<file path="src/rtl/hub75_pkg.sv">
// Shared definitions for the HUB75 frame buffer write-side blocks:
// the feeder FSM state encoding and an address-width helper.
package hub75_pkg;

  typedef enum logic [2:0] {
    FILL     = 3'd0,
    WAIT_RDY = 3'd1,
    SETTLE   = 3'd2,
    FLUSH    = 3'd3,
    FSWAP    = 3'd4
  } fb_state_e;

  // Index width for a power-of-2 count; never narrower than one bit
  function automatic int unsigned addr_w(input int unsigned n);
    return (n > 1) ? $clog2(n) : 1;
  endfunction

endpackage

</file>
<file path="src/rtl/hub75_fb_feeder.sv">
// Raster pixel stream to HUB75 frame buffer write port. Writes each line
// into the row buffer, then requests row swap+store, and after the last
// line waits for the final store to drain before swapping frames.
module hub75_fb_feeder
  import hub75_pkg::*;
#(
  parameter int N_BANKS     = 2,
  parameter int N_ROWS      = 32,
  parameter int N_COLS      = 64,
  parameter int BITDEPTH    = 24,
  parameter int LOG_N_BANKS = addr_w(N_BANKS),
  parameter int LOG_N_ROWS  = addr_w(N_ROWS),
  parameter int LOG_N_COLS  = addr_w(N_COLS)
) (
  input  logic                   clk,
  input  logic                   rst_n,
  input  logic [BITDEPTH-1:0]    in_data,
  input  logic                   in_valid,
  output logic                   in_ready,
  input  logic                   in_sof,
  output logic [LOG_N_BANKS-1:0] wr_bank_addr,
  output logic [LOG_N_ROWS-1:0]  wr_row_addr,
  output logic                   wr_row_store,
  input  logic                   wr_row_rdy,
  output logic                   wr_row_swap,
  output logic [BITDEPTH-1:0]    wr_data,
  output logic [LOG_N_COLS-1:0]  wr_col_addr,
  output logic                   wr_en,
  output logic                   frame_swap,
  output logic                   frame_done,
  output logic                   sof_err
);

  localparam int LINE_W = LOG_N_BANKS + LOG_N_ROWS;
  localparam logic [LOG_N_COLS-1:0] COL_LAST  = LOG_N_COLS'(N_COLS - 1);
  localparam logic [LINE_W-1:0]     LINE_LAST = LINE_W'(N_BANKS * N_ROWS - 1);

  fb_state_e               state, state_nxt;
  logic [LOG_N_COLS-1:0]   col;
  logic [LINE_W-1:0]       line;
  logic                    accept, resync, line_end, row_go;

  assign accept   = in_valid & in_ready;
  // SOF away from the frame origin restarts the frame at this pixel
  assign resync   = accept & in_sof & ((col != '0) | (line != '0));
  assign line_end = accept & ~resync & (col == COL_LAST);
  // Row handoff waits for the last row-buffer write to land
  assign row_go   = (state == WAIT_RDY) & ~wr_en & wr_row_rdy;

  // State register
  always_ff @(posedge clk) begin
    if (!rst_n) state <= FILL;
    else        state <= state_nxt;
  end

  // Next-state logic
  always_comb begin
    state_nxt = state;
    case (state)
      FILL:     if (line_end) state_nxt = WAIT_RDY;
      WAIT_RDY: if (row_go)   state_nxt = (line == LINE_LAST) ? SETTLE : FILL;
      SETTLE:                 state_nxt = FLUSH;
      FLUSH:    if (wr_row_rdy) state_nxt = FSWAP;
      FSWAP:                  state_nxt = FILL;
      default:                state_nxt = FILL;
    endcase
  end

  // Handshake pulses decoded from state; held low whenever reset is asserted
  always_comb begin
    wr_row_swap  = 1'b0;
    wr_row_store = 1'b0;
    frame_swap   = 1'b0;
    frame_done   = 1'b0;
    if (rst_n) begin
      wr_row_swap  = row_go;
      wr_row_store = row_go;
      frame_swap   = (state == FSWAP);
      frame_done   = (state == FSWAP);
    end
  end

  // Column/line position of the next accepted pixel
  always_ff @(posedge clk) begin
    if (!rst_n) begin
      col  <= '0;
      line <= '0;
    end else if (resync) begin
      col  <= LOG_N_COLS'(1);
      line <= '0;
    end else begin
      if (accept) col  <= col + LOG_N_COLS'(1);
      if (row_go) line <= line + LINE_W'(1);
    end
  end

  // Registered write port, ready and line address capture
  always_ff @(posedge clk) begin
    if (!rst_n) begin
      in_ready     <= 1'b0;
      wr_en        <= 1'b0;
      sof_err      <= 1'b0;
      wr_data      <= '0;
      wr_col_addr  <= '0;
      wr_bank_addr <= '0;
      wr_row_addr  <= '0;
    end else begin
      in_ready <= (state_nxt == FILL);
      wr_en    <= accept;
      sof_err  <= resync;
      if (accept) begin
        wr_data     <= in_data;
        wr_col_addr <= resync ? '0 : col;
      end
      // Address is latched with the last pixel so it is stable for the store
      if (line_end) begin
        wr_bank_addr <= line[LINE_W-1 -: LOG_N_BANKS];
        wr_row_addr  <= line[LOG_N_ROWS-1:0];
      end
    end
  end

endmodule

</file>
<file path="config.mk">
export PLATFORM = sky130hd
export DESIGN_NAME = hub75_fb_feeder
export DESIGN_NICKNAME = d
export VERILOG_FILES = /design/src/rtl/hub75_pkg.sv /design/src/rtl/hub75_fb_feeder.sv
export SDC_FILE = /design/constraint.sdc
export NUM_CORES = 1
export LEC_CHECK = 0
export BUFFER_PORTS_ARGS = -buffer_cell sky130_fd_sc_hd__clkbuf_2
export CORE_UTILIZATION = 50
export CTS_CLUSTER_DIAMETER = 100
export DETAILED_ROUTE_END_ITERATION = 10
export MAX_ROUTING_LAYER = met4
export PLACE_DENSITY = 0.76
export SYNTH_ARGS = -nofsm -noshare
export SYNTH_HDL_FRONTEND = slang
export SYNTH_SLANG_ARGS = --single-unit
</file>
<file path="constraint.sdc">
create_clock -name clk -period 2.3 [get_ports clk]
set_input_delay 0.46 -clock clk [delete_from_list [all_inputs] [get_ports clk]]
set_output_delay 0.46 -clock clk [all_outputs]
set_load 0.02 [all_outputs]
</file>
==> impl_metrics.sql <==
INSERT INTO impl_metrics (metric_group, metric, value, unit) VALUES
('placed_design', 'routabilityCongestion', '0.822', ''),
('timing', 'finalMaxSlewViolations', '0', ''),
('cts', 'post_cts.repair.setup_buffers', '0', ''),
('timing', 'timing.final.ws_setup', '227', 'ps'),
('cts', 'tritoncts', 'yes', ''),
('timing', 'skew', '14.8', 'ps'),
('global_routing', 'grt.met1_usage', '25.1', '%'),
('placed_design', 'placed_cell_area', '2550', 'sq um'),
('synthesis', 'postSynthNetCount', '283', ''),
('worst_hold_path', 'hp-class', 'in -> reg', ''),
('floorplanning', 'top_level_ports', '72', ''),
('finish', 'register_area', '1080', 'sq um'),
('floorplanning', 'floorplan.initialDensity', '53.3', '%'),
('critical_path', 'critical_path_cell_count', '3', ''),
('timing', 'worst_slew_pin_slew', '682', 'ps'),
('synthesis', 'postSynthRegisterBits', '54', ''),
('synthesis', 'synth_warnings', '0', ''),
('synthesis', 'post_synth_instance_area', '2190', 'sq um'),
('synthesis', 'dominant_combinational_cell_family_by_area_after_synthesis', 'simple AND/OR/NAND/NOR gates', ''),
('flow_run', 'max-cap-violations', '0', ''),
('routing', 'drt_iter0_drc', '91', ''),
('synthesis', 'synth-edff-count', '0', ''),
('global_routing', 'globalRouteTotalUtil', '20.7', '%'),
('critical_path', 'critical_path_required', '1840', 'ps'),
('finish', 'final_util', '64.1', '%'),
('critical_path', 'worst-path-max-fanout', '8', ''),
('floorplanning', 'floorplan.die_area', '4660', 'sq um'),
('synthesis', 'synth_area_per_cell', '8.77', 'sq um'),
('timing', 'slew-limit-headroom', '54.4', '%'),
('global_routing', 'initial_antenna_violation_count', '0', ''),
('cts', 'clock_insertion_delay_worst_skew', '310', 'ps'),
('synthesis', 'synth_compound_area_share', '10.0', '%'),
('synthesis', 'synth_simple_gate_area_share', '27.0', '%'),
('global_routing', 'first_global_vias', '1622', ''),
('global_routing', 'grt_use_met2', '33.1', '%'),
('placed_design', 'numPortBuffers', '71', ''),
('floorplanning', 'die_height', '68.2', 'microns'),
('timing', 'setup_repair_after_global_routing_missed_its_margin', 'false', ''),
('critical_path', 'worst_setup_path_end_kind', 'output pin', ''),
('pwr', 'irDropWorstVdd', '436', 'uV'),
('routing', 'num_vias', '1855', ''),
('cts', 'gates_resized_cts_repair', '0', ''),
('synthesis', 'synthArstFlopShare', '0', '%'),
('critical_path', 'cp.arrival', '1610', 'ps'),
('cts', 'clkTransAtPathRegs', '100', 'ps'),
('worst_hold_path', 'whs_path_depth', '3', ''),
('routing', 'detail_route.vias_per_cell', '5.05', ''),
('routing', 'drtPass1Iterations', '4', ''),
('critical_path', 'rr_worst_depth', '4', ''),
('critical_path', 'cp-start-kind', 'flop', ''),
('critical_path', 'criticalPathCategory', 'reg -> out', ''),
('finish', 'design_area', '2640', 'sq um'),
('timing', 'layout_min_cycle_time', '2070', 'ps'),
('cts', 'clock_tree.root_cell', 'clkbuf_8', ''),
('routing', 'drc_errors', '0', ''),
('placed_design', 'post_dp_hpwl', '3130', 'microns'),
('pwr', 'leakagePower', '1.09', 'nW'),
('cts', 'tritoncts_num_sinks', '54', ''),
('status', 'status', 'completed', ''),
('synthesis', 'post_synth_inst_count', '250', ''),
('finish', 'final_layout_size_suffix_gt1_share', '30.3', '%'),
('global_routing', 'global_route.peak_usage_layer', 'met2', ''),
('cts', 'cts-htree-levels', '2', ''),
('cts', 'cts-root-to-sink-buffers', '2', ''),
('finish', 'antenna-diode-count', '0', ''),
('global_routing', 'grt_start_max_net_pins', '36', ''),
('finish', 'num-fill-cells', '379', ''),
('cts', 'hold_buffers', '0', ''),
('timing', 'fin_worst_hold_slack', '359', 'ps'),
('critical_path', 'critical_path.slowest_cell', 'dfxtp_1', ''),
('timing', 'totalNegativeSetupSlack', '0', 'ps');
flip-flops by register name, indices dropped and copies added (netlist names):
signal,cells
wr_en,1
wr_bank_addr,1
line,6
sof_err,1
in_ready,1
wr_row_addr,5
wr_col_addr,6
state,3
col,6
wr_data,24
synth_stat cells, types with 2 or more instances:
| library cell | count | share of area (%) |
|---|---|---|
| clkbuf_1 | 10 | 1.7 |
| nor2_1 | 12 | 2.1 |
| buf_4 | 2 | 0.68 |
| nor4_1 | 2 | 0.57 |
| a21oi_1 | 32 | 7.3 |
| nand2b_1 | 2 | 0.57 |
| inv_1 | 4 | 0.68 |
| nor3b_1 | 3 | 1.0 |
| nor2_4 | 9 | 4.6 |
| ha_1 | 4 | 2.3 |
| nand3_1 | 4 | 0.91 |
| xor2_1 | 3 | 1.2 |
| and2_2 | 2 | 0.68 |
| xnor2_1 | 6 | 2.4 |
| buf_1 | 2 | 0.34 |
| or4_1 | 2 | 0.68 |
| nand2_1 | 69 | 12 |
| nor3_1 | 4 | 0.91 |
| dfxtp_1 | 54 | 49 |
| mux2i_1 | 6 | 2.7 |
tightest hold or removal path, cell delays in order:
cell and delay, ps:
clkbuf_2 80, nand2_1 50, a21oi_1 50
kinds of logic (layout without fill, tap and decap cells):
| family | count (synthesis) | in the layout |
|---|---|---|
| AOI/OAI and AO/OA | 39 | 39 |
| DFF | 54 | 54 |
| xor gates and xnor gates | 9 | 9 |
| muxes | 6 | 6 |
| and+or+nand+nor | 117 | 117 |
| buffers and inverters | 21 | 88 |
| adders and majority gates | 4 | 4 |
per-stage QoR:
stage               power [mW]  cells
global route              1.71    367
CTS                       1.66    367
detailed placement        1.15    359
global placement          1.15    359
finish                    1.64    367
floorplan                 1.09    250
final timing paths:
| check | startpoint | endpoint | slack, ps |
|---|---|---|---|
| setup / recovery | state[0]$_SDFF_PN0_ | wr_row_store | 230 |
| hold / removal | in_data[14] | wr_data[14]$_SDFFE_PN0P_ | 360 |
| setup reg to reg | line[3]$_SDFFE_PP0P_ | wr_col_addr[4]$_SDFFE_PN0P_ | 470 |
| hold reg to reg | wr_data[4]$_SDFFE_PN0P_ | wr_data[4]$_SDFFE_PN0P_ | 460 |
report_power, final:
group	internal (mW)	switching [mW]	leakage [nW]
Clock	0.215	0.298	0.0452
Sequential	0.959	0.0145	0.439
Combinational	0.0543	0.101	0.611
cells in the final DEF, fill, tap and decap left out, types with 5 or more instances in the layout:
master    count
nor2_1       12
xnor2_1       6
nand2_1      69
clkbuf_8      5
clkbuf_2     71
nor2_4        9
dfxtp_1      54
mux2i_1       6
a21oi_1      32
per-layer routing:
layer  vias up  wire length, microns  part of all wire, %
met5         -                     0                    0
met4         0                    93                  2.1
met3         9                   228                  5.1
met2        54                  2150                   48
met1       839                  1970                   44
li1        953                     -                    -
final cells by class:
cell class | count | area share [%]
Sequential cell | 54 | 41.0
Multi-Input combinational cell | 175 | 38.0
Timing Repair Buffer | 75 | 14.6
Clock buffer | 6 | 2.75
Tap cell | 50 | 2.37
Inverter | 5 | 0.712
Clock inverter | 2 | 0.522
(Power assumes the default switching activity.)
